## src/rtl/prbs8_burst_ctrl.sv

```systemverilog
// Burst sequencer for an external free-running PRBS8 generator (x^8+x^6+x^5+x^4+1).
// Optional period self-check is built when PRBS_PERIOD_CHK_EN is defined.
module prbs8_burst_ctrl #(
   parameter int unsigned LEN_W    = 16,
   parameter logic [7:0]  FIX_SEED = 8'h01
) (
   input  logic             clk,
   input  logic             rst_,
   input  logic             start,
   input  logic             abort,
   input  logic [7:0]       seed,
   input  logic [LEN_W-1:0] len,
   output logic             busy,
   output logic             done,
   output logic             seed_fix,
   output logic             err_period,
   output logic             gen_ld,
   output logic [7:0]       gen_data,
   input  logic [7:0]       gen_prn,
   output logic [7:0]       out_data,
   output logic             out_valid,
   input  logic             out_ready
);

   localparam logic [1:0] ST_IDLE = 2'd0;
   localparam logic [1:0] ST_LOAD = 2'd1;
   localparam logic [1:0] ST_RUN  = 2'd2;
   localparam logic [1:0] ST_DONE = 2'd3;

   logic [1:0]       state_q, state_d;
   logic [7:0]       seed_q, seed_d;
   logic [LEN_W-1:0] len_q, len_d;
   logic [LEN_W-1:0] cnt_q, cnt_d;
   logic             busy_q, busy_d;
   logic             done_q, done_d;
   logic             seed_fix_q, seed_fix_d;
   logic             out_valid_q, out_valid_d;

   logic             start_acc;
   logic             xfer;
   logic             last_word;

   assign start_acc = (state_q == ST_IDLE) && start;
   assign xfer      = out_valid_q && out_ready;
   assign last_word = (cnt_q == LEN_W'(len_q - LEN_W'(1)));

   // Next-state and registered-output logic
   always_comb begin
      state_d     = state_q;
      seed_d      = seed_q;
      len_d       = len_q;
      cnt_d       = cnt_q;
      seed_fix_d  = seed_fix_q;

      case (state_q)
         ST_IDLE: begin
            if (start) begin
               seed_d     = (seed == 8'h00) ? FIX_SEED : seed;
               seed_fix_d = (seed == 8'h00);
               len_d      = len;
               cnt_d      = '0;
               state_d    = (len == '0) ? ST_DONE : ST_LOAD;
            end
         end
         ST_LOAD: begin
            state_d = abort ? ST_IDLE : ST_RUN;
         end
         ST_RUN: begin
            if (xfer) begin
               cnt_d = cnt_q + LEN_W'(1);
            end
            if (abort) begin
               state_d = ST_IDLE;
            end else if (xfer && last_word) begin
               state_d = ST_DONE;
            end
         end
         ST_DONE: begin
            state_d = ST_IDLE;
         end
         default: begin
            state_d = ST_IDLE;
         end
      endcase

      busy_d      = (state_d == ST_LOAD) || (state_d == ST_RUN);
      done_d      = (state_d == ST_DONE);
      out_valid_d = (state_d == ST_RUN);
   end

   always_ff @(posedge clk or negedge rst_) begin
      if (!rst_) begin
         state_q     <= ST_IDLE;
         seed_q      <= 8'h00;
         len_q       <= '0;
         cnt_q       <= '0;
         busy_q      <= 1'b0;
         done_q      <= 1'b0;
         seed_fix_q  <= 1'b0;
         out_valid_q <= 1'b0;
      end else begin
         state_q     <= state_d;
         seed_q      <= seed_d;
         len_q       <= len_d;
         cnt_q       <= cnt_d;
         busy_q      <= busy_d;
         done_q      <= done_d;
         seed_fix_q  <= seed_fix_d;
         out_valid_q <= out_valid_d;
      end
   end

   // Generator has no enable: a stall holds it by reloading its current word
   always_comb begin
      gen_ld   = 1'b0;
      gen_data = 8'h00;
      if (state_q == ST_LOAD) begin
         gen_ld   = 1'b1;
         gen_data = seed_q;
      end else if (out_valid_q && !out_ready) begin
         gen_ld   = 1'b1;
         gen_data = gen_prn;
      end
   end

`ifdef PRBS_PERIOD_CHK_EN
   localparam logic [7:0] PERIOD_LAST = 8'd254;

   logic [7:0] pcnt_q, pcnt_d;
   logic       err_period_q, err_period_d;

   // Every 255th delivered word must reproduce the burst seed
   always_comb begin
      pcnt_d       = pcnt_q;
      err_period_d = err_period_q;
      if (start_acc) begin
         pcnt_d       = 8'd0;
         err_period_d = 1'b0;
      end else if (xfer) begin
         pcnt_d = (pcnt_q == PERIOD_LAST) ? 8'd0 : pcnt_q + 8'd1;
         if ((pcnt_q == 8'd0) && (cnt_q != '0) && (gen_prn != seed_q)) begin
            err_period_d = 1'b1;
         end
      end
   end

   always_ff @(posedge clk or negedge rst_) begin
      if (!rst_) begin
         pcnt_q       <= 8'd0;
         err_period_q <= 1'b0;
      end else begin
         pcnt_q       <= pcnt_d;
         err_period_q <= err_period_d;
      end
   end

   assign err_period = err_period_q;
`else
   assign err_period = 1'b0;
`endif

   assign busy      = busy_q;
   assign done      = done_q;
   assign seed_fix  = seed_fix_q;
   assign out_valid = out_valid_q;
   assign out_data  = gen_prn;

endmodule
```

## config.mk

```make
export PLATFORM = sky130hd
export DESIGN_NAME = prbs8_burst_ctrl
export DESIGN_NICKNAME = d
export VERILOG_FILES = /design/src/rtl/prbs8_burst_ctrl.sv
export SDC_FILE = /design/constraint.sdc
export NUM_CORES = 1
export LEC_CHECK = 0
export CELL_PAD_IN_SITES_DETAIL_PLACEMENT = 1
export CELL_PAD_IN_SITES_GLOBAL_PLACEMENT = 2
export CORE_ASPECT_RATIO = 1.2
export CORE_MARGIN = 2
export CORE_UTILIZATION = 32
export DETAILED_ROUTE_END_ITERATION = 8
export PLACE_DENSITY = 0.86
export SLEW_MARGIN = 40
export SYNTH_ARGS = -nofsm -noshare
export SYNTH_HDL_FRONTEND = slang
export SYNTH_SLANG_ARGS = --single-unit
```

## constraint.sdc

```tcl
create_clock -name clk -period 7.3 [get_ports clk]
set_input_delay 1.46 -clock clk [delete_from_list [all_inputs] [get_ports clk]]
set_output_delay 1.46 -clock clk [all_outputs]
set_load 0.05 [all_outputs]
```

* Yosys cells after proc, flatten, opt, wreduce, memory -nomap -nowiden
Index checks and enable logic that the tools add are counted.
W data, S select, Z words.
** Operators by class
- Eq/ne operators :: 9
- Add/sub/neg operators :: 2
- Mux-type cells :: 14
- Reductions and logical operators :: 11
** Operator list (count)
- $mux W16 :: 2
- $pmux W16 S2 :: 1
- $mux W8 :: 3
- $add A16 B1 Y16 const B :: 1
- $eq A16 B16 Y1 :: 1
- $logic_not A16 Y1 :: 1
- $sub A16 B1 Y16 const B :: 1
- $mux W2 :: 5
- $eq A2 B2 Y1 const B :: 4
- $logic_not A8 Y1 :: 1
- $pmux W2 S4 :: 1
- $eq A2 B1 Y1 const B :: 2
- $ne A2 B2 Y1 const B :: 2
- $logic_and A1 B1 Y1 :: 3
- $reduce_and A3 Y1 :: 1
- $logic_not A2 Y1 :: 1
- $mux W1 :: 2
- $reduce_and A2 Y1 :: 1
- $reduce_bool A2 Y1 :: 1
- $logic_not A1 Y1 :: 1
- $logic_or A1 B1 Y1 :: 1
** Word-level totals
- Input bits :: 37
- Output and inout bits :: 22
- Logic and storage cells :: 44
- Register bits after elaboration :: 46

* Depth between registers and ports, before layout
Gate-level depths: netlist of run 1.
- Depth after elaboration :: 8
- Gate-level depth with buffers :: 11
- Mapped depth without buffers :: 10

* Least setup slack after synthesis of run 1
OpenSTA, ideal clock, no wires.
- Kind :: input port to output port
- Start point :: in out_ready
- End point :: out gen_data[0]
- Required time :: 5.840 ns
- Data arrival time :: 2.402 ns
- Path buffers :: 0
- Setup slack :: 3.438 ns
- Stages on the path :: 3
- Path through :: nand2b_1 nor2_1 a22o_1
** On the way
- Longest elaborated chain between the ends :: 4
** RTL lines
- start, declared :: RTL line 22 : input logic out_ready
- $logic_not A1 Y1 :: RTL line 120 : end else if (out_valid_q && !out_ready) begin
- $logic_and A1 B1 Y1 :: RTL line 120
- $mux W8 :: RTL line 120
- $mux W8 :: RTL line 117 : if (state_q == ST_LOAD) begin
- end, declared :: RTL line 18 : output logic [7:0] gen_data,
Every way passes these cells.

* Worst setup path after layout of run 1
- Start point :: in out_ready
- End point :: out gen_data[6]
Same word-level chain as after synthesis.

==> metrics.yaml, run 1 <==
hold_ws_ns: 0.4951
io_pins: 59
die_w_um: 87.35
power_leakage_nw: 1.448
postCtsSetupBuffers: 0
fin_ws_ns: 2.311
synth_compound_area_share_pct: 9.709
antenna_found_initial: 0
worst_ep_arrival_time_ns: 3.53
coreArea_um2: 8108
hpwl_um: 5326
synth_commonest_cells: "nand2_1, dfrtp_1, nor2_1"
final_cell_area_um2: 3329
die_area_um2: 9085
synth_fp_nets: 343
cts_tree: "built"
path_class: "input pin to output port"
ys_types: 45
synth_area_leaders: "dfrtp_1, nand2_1, xnor2_1"
drc: 0
start_util_pct: 32.90
synthAdderAreaFrac_pct: 1.407
min_period_ns: 4.989
grt_pass1_vias: 2564
fmax_ghz: 0.2004
synthSimpleGateAreaFrac_pct: 27.63
clock-root-buffer: "clkbuf_8"
tns_ns: 0
yosysWarnings: 0
netlist_instances: 303
cts_hold_buf: 0
fillers: 941
yosys_register_bits: 46
wl_per_cell_um: 16.20
fin_nets: 388
grt_pass1_wl_um: 12320
synth_area_um2: 2668
viasPerCell: 5.249
seq_area_um2: 1151
drive_gt1_share_pct: 4.899
worstPathMaxFanout: 8
start_kind: "input pin"
skew_ns: 0.008059
place.gp.congestion: 0.8387
grt_max_degree: 47
firstDrtPassIters: 4
synth_most_common_cell: "nand2_1"
min_path_type: "flop to flop"
multi_input_area_um2: 1383
place_area_um2: 3247
synth_edf_count: 0
clk_latency_ns: 0.30
syn_area_per_cell_um2: 8.804
ctsLongestPathBuffers: 2
synthMuxAreaShare_pct: 0.3752
finalSetupViolCount: 0
powerDensity_nw_per_um2: 257.7
ant_nets: 0
h-tree-depth: 2
hold_violations: 0
antenna_cells: 0
synth_top_family_by_area: "simple AND/OR/NAND/NOR gates"
synth_top_area_share_pct: 43.15
yosysSeqAreaShare_pct: 43.15
cap_violations: 0
tightest_slew_ns: 0.7714
syn_to_final_growth_pct: 24.81
dp_slack_ns: 2.282
drv_slew: 0
slew_headroom_pct: 48.18
wl_um: 7159
peakVddDrop_mv: 0.1049
cts.sinks: 46
ys.flop_type: "dfrtp_1"
status: "finished, final reports clean"
die_h_um: 104.0
synthXorXnorAreaFrac_pct: 12.48
min_period_over_period_pct: 68.34
crit_required_ns: 5.84
rows: 36
vias: 2320
grt_usage_pct: 16.84
rsz0062_at_grt: "no"
cts_buffers: 5
yosys.area.top_type: "dfrtp_1"
path_clk_slew_ns: 0.08
drtIter0Drc: 53
io_buffers: 57
overflow: 0
end_kind: "output port"
ys_async_sr_fraction_pct: 100.0
postCtsResizedCells: 0
layer usage:
metal | vias up | GRT usage [%] | part of all wire, %
met2 | 54 | 27.22 | 49
met1 | 1144 | 22.22 | 45
met3 | 10 | 4.127 | 4.8
li1 | 1112 | - | -
met4 | 0 | 4.615 | 1.7
met5 | - | 0 | 0
state kept, by name, indices dropped and copies added (netlist names):
signal and count:
state_q 2, len_q 16, done 1, seed_q 8
cnt_q 16, out_valid 1, seed_fix 1, busy 1
critical path: stages:
cell	delay [ns]
clkdlybuf4s50_1	0.44
nand2b_1	0.17
nor2_1	0.43
a22o_1	0.22
clkdlybuf4s50_1	0.80
final cells by class:
class	instances	share of cell area (%)
multi-input cells	232	41.53
clock buffers	6	2.480
flip-flops and latches	46	34.57
well taps	95	3.570
repair buffers	58	17.29
inverters	5	0.5637
through the flow:
step | util (%) | std cells | power, mW
finish | 41.06 | 442 | 0.8581
global route | 41.06 | 442 | 0.9179
CTS | 41.06 | 442 | 0.8689
detailed placement | 40.05 | 436 | 0.7056
global placement | 39.98 | 436 | 0.6951
floorplan | - | 303 | 0.5979
report_power, final:
group | internal, mW | switching, mW | total (mW)
Combinational | 0.138 | 0.194 | 0.332
Clock | 0.0733 | 0.0864 | 0.160
Sequential | 0.303 | 0.0636 | 0.366
Total | 0.514 | 0.344 | 0.858
final timing paths:
path / startpoint / end / slack [ns] / depth (start not counted)
max in group asynchronous: rst_ / len_q[0]$_DFFE_PN0P_ / 5.70 / 1
max: out_ready / gen_data[6] / 2.31 / 5
min in group asynchronous: rst_ / cnt_q[7]$_DFFE_PN0P_ / 1.17 / 1
max reg2reg: len_q[0]$_DFFE_PN0P_ / busy$_DFF_PN0_ / 4.44 / 10
min reg2reg: seed_fix$_DFFE_PN0P_ / seed_fix$_DFFE_PN0P_ / 0.50 / 2
min: seed_fix$_DFFE_PN0P_ / seed_fix$_DFFE_PN0P_ / 0.50 / 2
layout by cell type (no fill, tap or decap), types with 6 or more instances in the layout:
cell | Yosys | layout
nor3_1 | 6 | 6
nor2_1 | 23 | 23
xor2_1 | 16 | 16
o21ai_0 | 9 | 9
dfrtp_1 | 46 | 46
clkbuf_8 | 0 | 6
nand2_1 | 76 | 75
xnor2_1 | 22 | 22
a22o_1 | 8 | 8
nand3_1 | 11 | 11
nor4_1 | 9 | 9
clkdlybuf4s50_1 | 0 | 56
logic make-up (layout without fill, tap and decap cells):
family          count (synthesis)  after routing
simple gates                  154            154
buf+inv                        25             69
flops                          46             46
compound gates                 35             35
xor+xnor                       38             38
other cells                     1              1
fa+ha+maj                       3              3
mux                             1              1
(Power assumes the default switching activity.)
==> run 2: changes to the inputs <==
Settings changed: CORE_UTILIZATION 32 to 27, PLACE_DENSITY 0.86 to 0.78.
Clock period 7.3 ns to 4.19 ns, I/O delays scaled along.
==> metrics.yaml, run 2 (synthesis gave the netlist of run 1 again) <==
cts_hold_buf: 0
io_pins: 59
grt_pass1_vias: 2569
syn_to_final_growth_pct: 29.55
min_period_ns: 3.481
overflow: 0
cts.sinks: 46
reg.largest.list: "cnt_q x16, len_q x16, seed_q x8"
postCtsResizedCells: 0
grt_usage_pct: 15.05
rsz0062_at_grt: "no"
die_area_um2: 10690
peakVddDrop_mv: 0.2317
die_h_um: 112.9
hold_violations: 0
io_buffers: 57
grt_pass1_wl_um: 12820
powerDensity_nw_per_um2: 474.3
cap_violations: 0
vias: 2313
crit_required_ns: 3.35
firstDrtPassIters: 4
viasPerCell: 4.869
drive_gt1_share_pct: 5.966
drc: 0
slew_headroom_pct: 52.13
dp_slack_ns: 0.7036
drv_slew: 0
cts_buffers: 5
die_w_um: 94.74
clock-root-buffer: "clkbuf_16"
seq_area_um2: 1151
start_util_pct: 27.89
tightest_slew_ns: 0.7125
antenna_cells: 0
wl_um: 7545
tns_ns: 0
postCtsSetupBuffers: 0
ant_nets: 0
power_leakage_nw: 1.494
start_kind: "input pin"
h-tree-depth: 2
ctsLongestPathBuffers: 2
final_common_cell: "nand2_1"
fin_nets: 391
rows: 39
hpwl_um: 5608
path_clk_slew_ns: 0.06
min_period_over_period_pct: 83.08
min_path_type: "flop to flop"
worst_ep_arrival_time_ns: 2.64
finalSetupViolCount: 0
grt_max_degree: 47
wl_per_cell_um: 15.88
place.gp.congestion: 0.7764
fillers: 1142
status: "finished, final reports clean"
drtIter0Drc: 50
multi_input_area_um2: 1386
skew_ns: 0.002865
fmax_ghz: 0.2873
final_cell_mix: "nand2_1, clkdlybuf4s50_1, dfrtp_1, nor2_1, xnor2_1"
fin_ws_ns: 0.7091
worstPathMaxFanout: 8
cts_tree: "built"
clk_latency_ns: 0.28
antenna_found_initial: 0
path_class: "input pin to output port"
coreArea_um2: 9564
end_kind: "output port"
run 2: final timing paths:
kind	start	to	slack [ns]	cells past startpoint
worst max-delay path	out_ready	gen_data[3]	0.71	6
worst max register to register	len_q[0]$_DFFE_PN0P_	busy$_DFF_PN0_	1.40	10
max in group asynchronous	rst_	len_q[10]$_DFFE_PN0P_	3.22	1
worst min-delay path	seed_fix$_DFFE_PN0P_	seed_fix$_DFFE_PN0P_	0.48	2
worst min register to register	seed_fix$_DFFE_PN0P_	seed_fix$_DFFE_PN0P_	0.48	2
min in group asynchronous	rst_	seed_q[1]$_DFFE_PN0P_	0.57	1
run 2: through the flow:
step / area, um^2 / instances / power [mW] / hold WS [ns] / utilization (%)
5_1_grt: 3456 / 475 / 1.741 / 0.5134 / 36.13
2_1_floorplan: 2668 / 303 / 1.042 / 0.4461 / -
6_report: 3456 / 475 / 1.639 / 0.4808 / 36.13
3_3_place_gp: 3299 / 467 / 1.228 / 0.4637 / 34.50
3_5_place_dp: 3302 / 467 / 1.243 / 0.4730 / 34.52
4_1_cts: 3450 / 475 / 1.656 / 0.4891 / 36.07
run 2: power breakdown:
group | switching [mW] | total [mW] | leakage, nW | internal [mW]
registers | 0.118 | 0.646 | 0.599 | 0.528
logic | 0.344 | 0.590 | 0.822 | 0.246
clock network | 0.166 | 0.402 | 0.0739 | 0.237
total | 0.628 | 1.64 | 1.49 | 1.01
run 2: cell type report:
| type | instances | area share (%) |
|---|---|---|
| flip-flops and latches | 46 | 33.31 |
| multi-input cells | 232 | 40.12 |
| repair buffers | 61 | 17.31 |
| clock inverters | 1 | 0.1448 |
| inverters | 5 | 0.5431 |
| clock buffers | 7 | 4.127 |
| well taps | 123 | 4.453 |
run 2: routing by layer:
| metal | GRT usage (%) | share of wire [%] | vias to the layer above |
|---|---|---|---|
| li1 | - | - | 1121 |
| met1 | 18.73 | 44 | 1132 |
| met2 | 25.91 | 50 | 53 |
| met3 | 3.728 | 4.9 | 7 |
| met4 | 3.768 | 1.1 | 0 |
| met5 | 0 | 0 | - |
run 2: critical path, cell delays in order:
cell             delay, ns
clkdlybuf4s50_1       0.44
nand2b_1              0.17
nor2_1                0.09
buf_4                 0.16
a22o_1                0.13
clkdlybuf4s50_1       0.80
==> run 3: changes to the inputs <==
Settings changed: CORE_UTILIZATION 27 to 30, PLACE_DENSITY 0.78 to 0.82.
Clock period 4.19 ns to 3.6 ns, I/O delays scaled along.
==> metrics.yaml, run 3 (synthesis gave the netlist of run 1 again) <==
status: "finished, final reports clean"
final_common_cell: "nand2_1"
postCtsSetupBuffers: 0
power_leakage_nw: 1.493
crit_required_ns: 2.88
firstDrtPassIters: 4
start_util_pct: 30.98
grt_pass1_vias: 2541
cts.sinks: 46
min_period_ns: 2.917
cts_tree: "built"
drtIter0Drc: 47
peakVddDrop_mv: 0.1941
stdcell_count: 469
grt_max_degree: 47
skew_ns: 0.01270
coreArea_um2: 8611
dp_cells: 461
reg2reg_slack_ns: 0.82
cts_buffers: 5
ctsLongestPathBuffers: 2
grt_pass1_wl_um: 12200
fmax_ghz: 0.3428
drc: 0
drive_gt1_share_pct: 8.523
die_h_um: 107.3
wl_per_cell_um: 15.59
rr_startpoint: "len_q[0]$_DFFE_PN0P_"
worst_ep_arrival_time_ns: 2.20
path_class: "input pin to output port"
hold_violations: 0
end_kind: "output port"
worstPathMaxFanout: 3
rsz0062_at_grt: "no"
antenna_found_initial: 0
clock-root-buffer: "clkbuf_8"
io_buffers: 57
drv_slew: 0
tns_ns: 0
min_period_over_period_pct: 81.03
overflow: 0
rr_worst_depth: 10
path_clk_slew_ns: 0.10
die_w_um: 90.08
wl_um: 7310
hpwl_um: 5494
viasPerCell: 4.972
clk_latency_ns: 0.30
tightest_slew_ns: 0.5960
io_pins: 59
antenna_cells: 0
ant_nets: 0
r2r_end: "busy$_DFF_PN0_"
fillers: 1031
h-tree-depth: 2
rows: 37
syn_to_final_growth_pct: 27.06
final_cell_mix: "nand2_1, clkdlybuf4s50_1, dfrtp_1, nor2_1, xnor2_1"
die_area_um2: 9665
grt_usage_pct: 15.56
reg.largest.list: "cnt_q x16, len_q x16, seed_q x8"
fin_nets: 391
vias: 2332
start_kind: "input pin"
finalSetupViolCount: 0
min_path_type: "input pin to async pin"
postCtsResizedCells: 0
cts_hold_buf: 0
powerDensity_nw_per_um2: 533.5
slew_headroom_pct: 60.26
cap_violations: 0
place.gp.congestion: 0.7690
[run 3: cell types whose count changed in the layout (fill, tap and decap cells not counted), sizes merged]
cell,previous run,this run
bufinv,0,1
clkbuf,7,5
clkdlybuf4s50,56,48
buf,5,13
clkinv,1,2
[run 3: routing by layer]
metal	GRT usage, %	vias to the layer above	share of wire, %
met3	3.501	8	4.8
met5	0	-	0
li1	-	1121	-
met1	19.44	1135	43
met2	27.71	68	51
met4	3.077	0	1.4
[run 3: per-stage QoR]
step | util (%) | worst slack (ns) | total power [mW] | hold slack, ns | cell area (um^2)
3_5_place_dp | 38.03 | 0.3866 | 1.436 | 0.4695 | 3274
3_3_place_gp | 38.00 | 0.5153 | 1.422 | 0.4615 | 3272
6_report | 39.36 | 0.6831 | 1.808 | 0.4140 | 3390
4_1_cts | 39.29 | 0.6633 | 1.830 | 0.4453 | 3383
2_1_floorplan | - | 1.070 | 1.212 | 0.4244 | 2668
5_1_grt | 39.36 | 0.5805 | 1.931 | 0.4532 | 3390
[run 3: where the power goes]
| part | internal (mW) | switching (mW) |
|---|---|---|
| Sequential | 0.614 | 0.137 |
| Clock | 0.205 | 0.180 |
| Combinational | 0.280 | 0.393 |
| Total | 1.10 | 0.710 |
[run 3: cell type report]
class | instances | area [um^2] | share of cell area [%]
clock buffers | 5 | 68.82 | 2.030
repair buffers | 61 | 578.1 | 17.05
multi-input cells | 232 | 1386 | 40.90
clock inverters | 3 | 40.04 | 1.181
well taps | 117 | 146.4 | 4.319
inverters | 5 | 18.77 | 0.5537
flip-flops and latches | 46 | 1151 | 33.96
[run 3: how the worst max path moves through the flow]
| stage | to | from | slack, ns |
|---|---|---|---|
| floorplan | busy$_DFF_PN0_ | out_valid$_DFF_PN0_ | 1.07 |
| global placement | busy$_DFF_PN0_ | out_ready | 0.52 |
| detailed placement | busy$_DFF_PN0_ | out_ready | 0.39 |
| CTS | gen_ld | out_ready | 0.66 |
| global route | busy$_DFF_PN0_ | out_ready | 0.58 |
| finish | gen_ld | out_ready | 0.68 |
[run 3: worst max-delay path: stages]
cell,delay [ns]
clkdlybuf4s50_1,0.43
nand2b_1,0.17
nand2b_1,0.08
clkdlybuf4s50_1,0.80
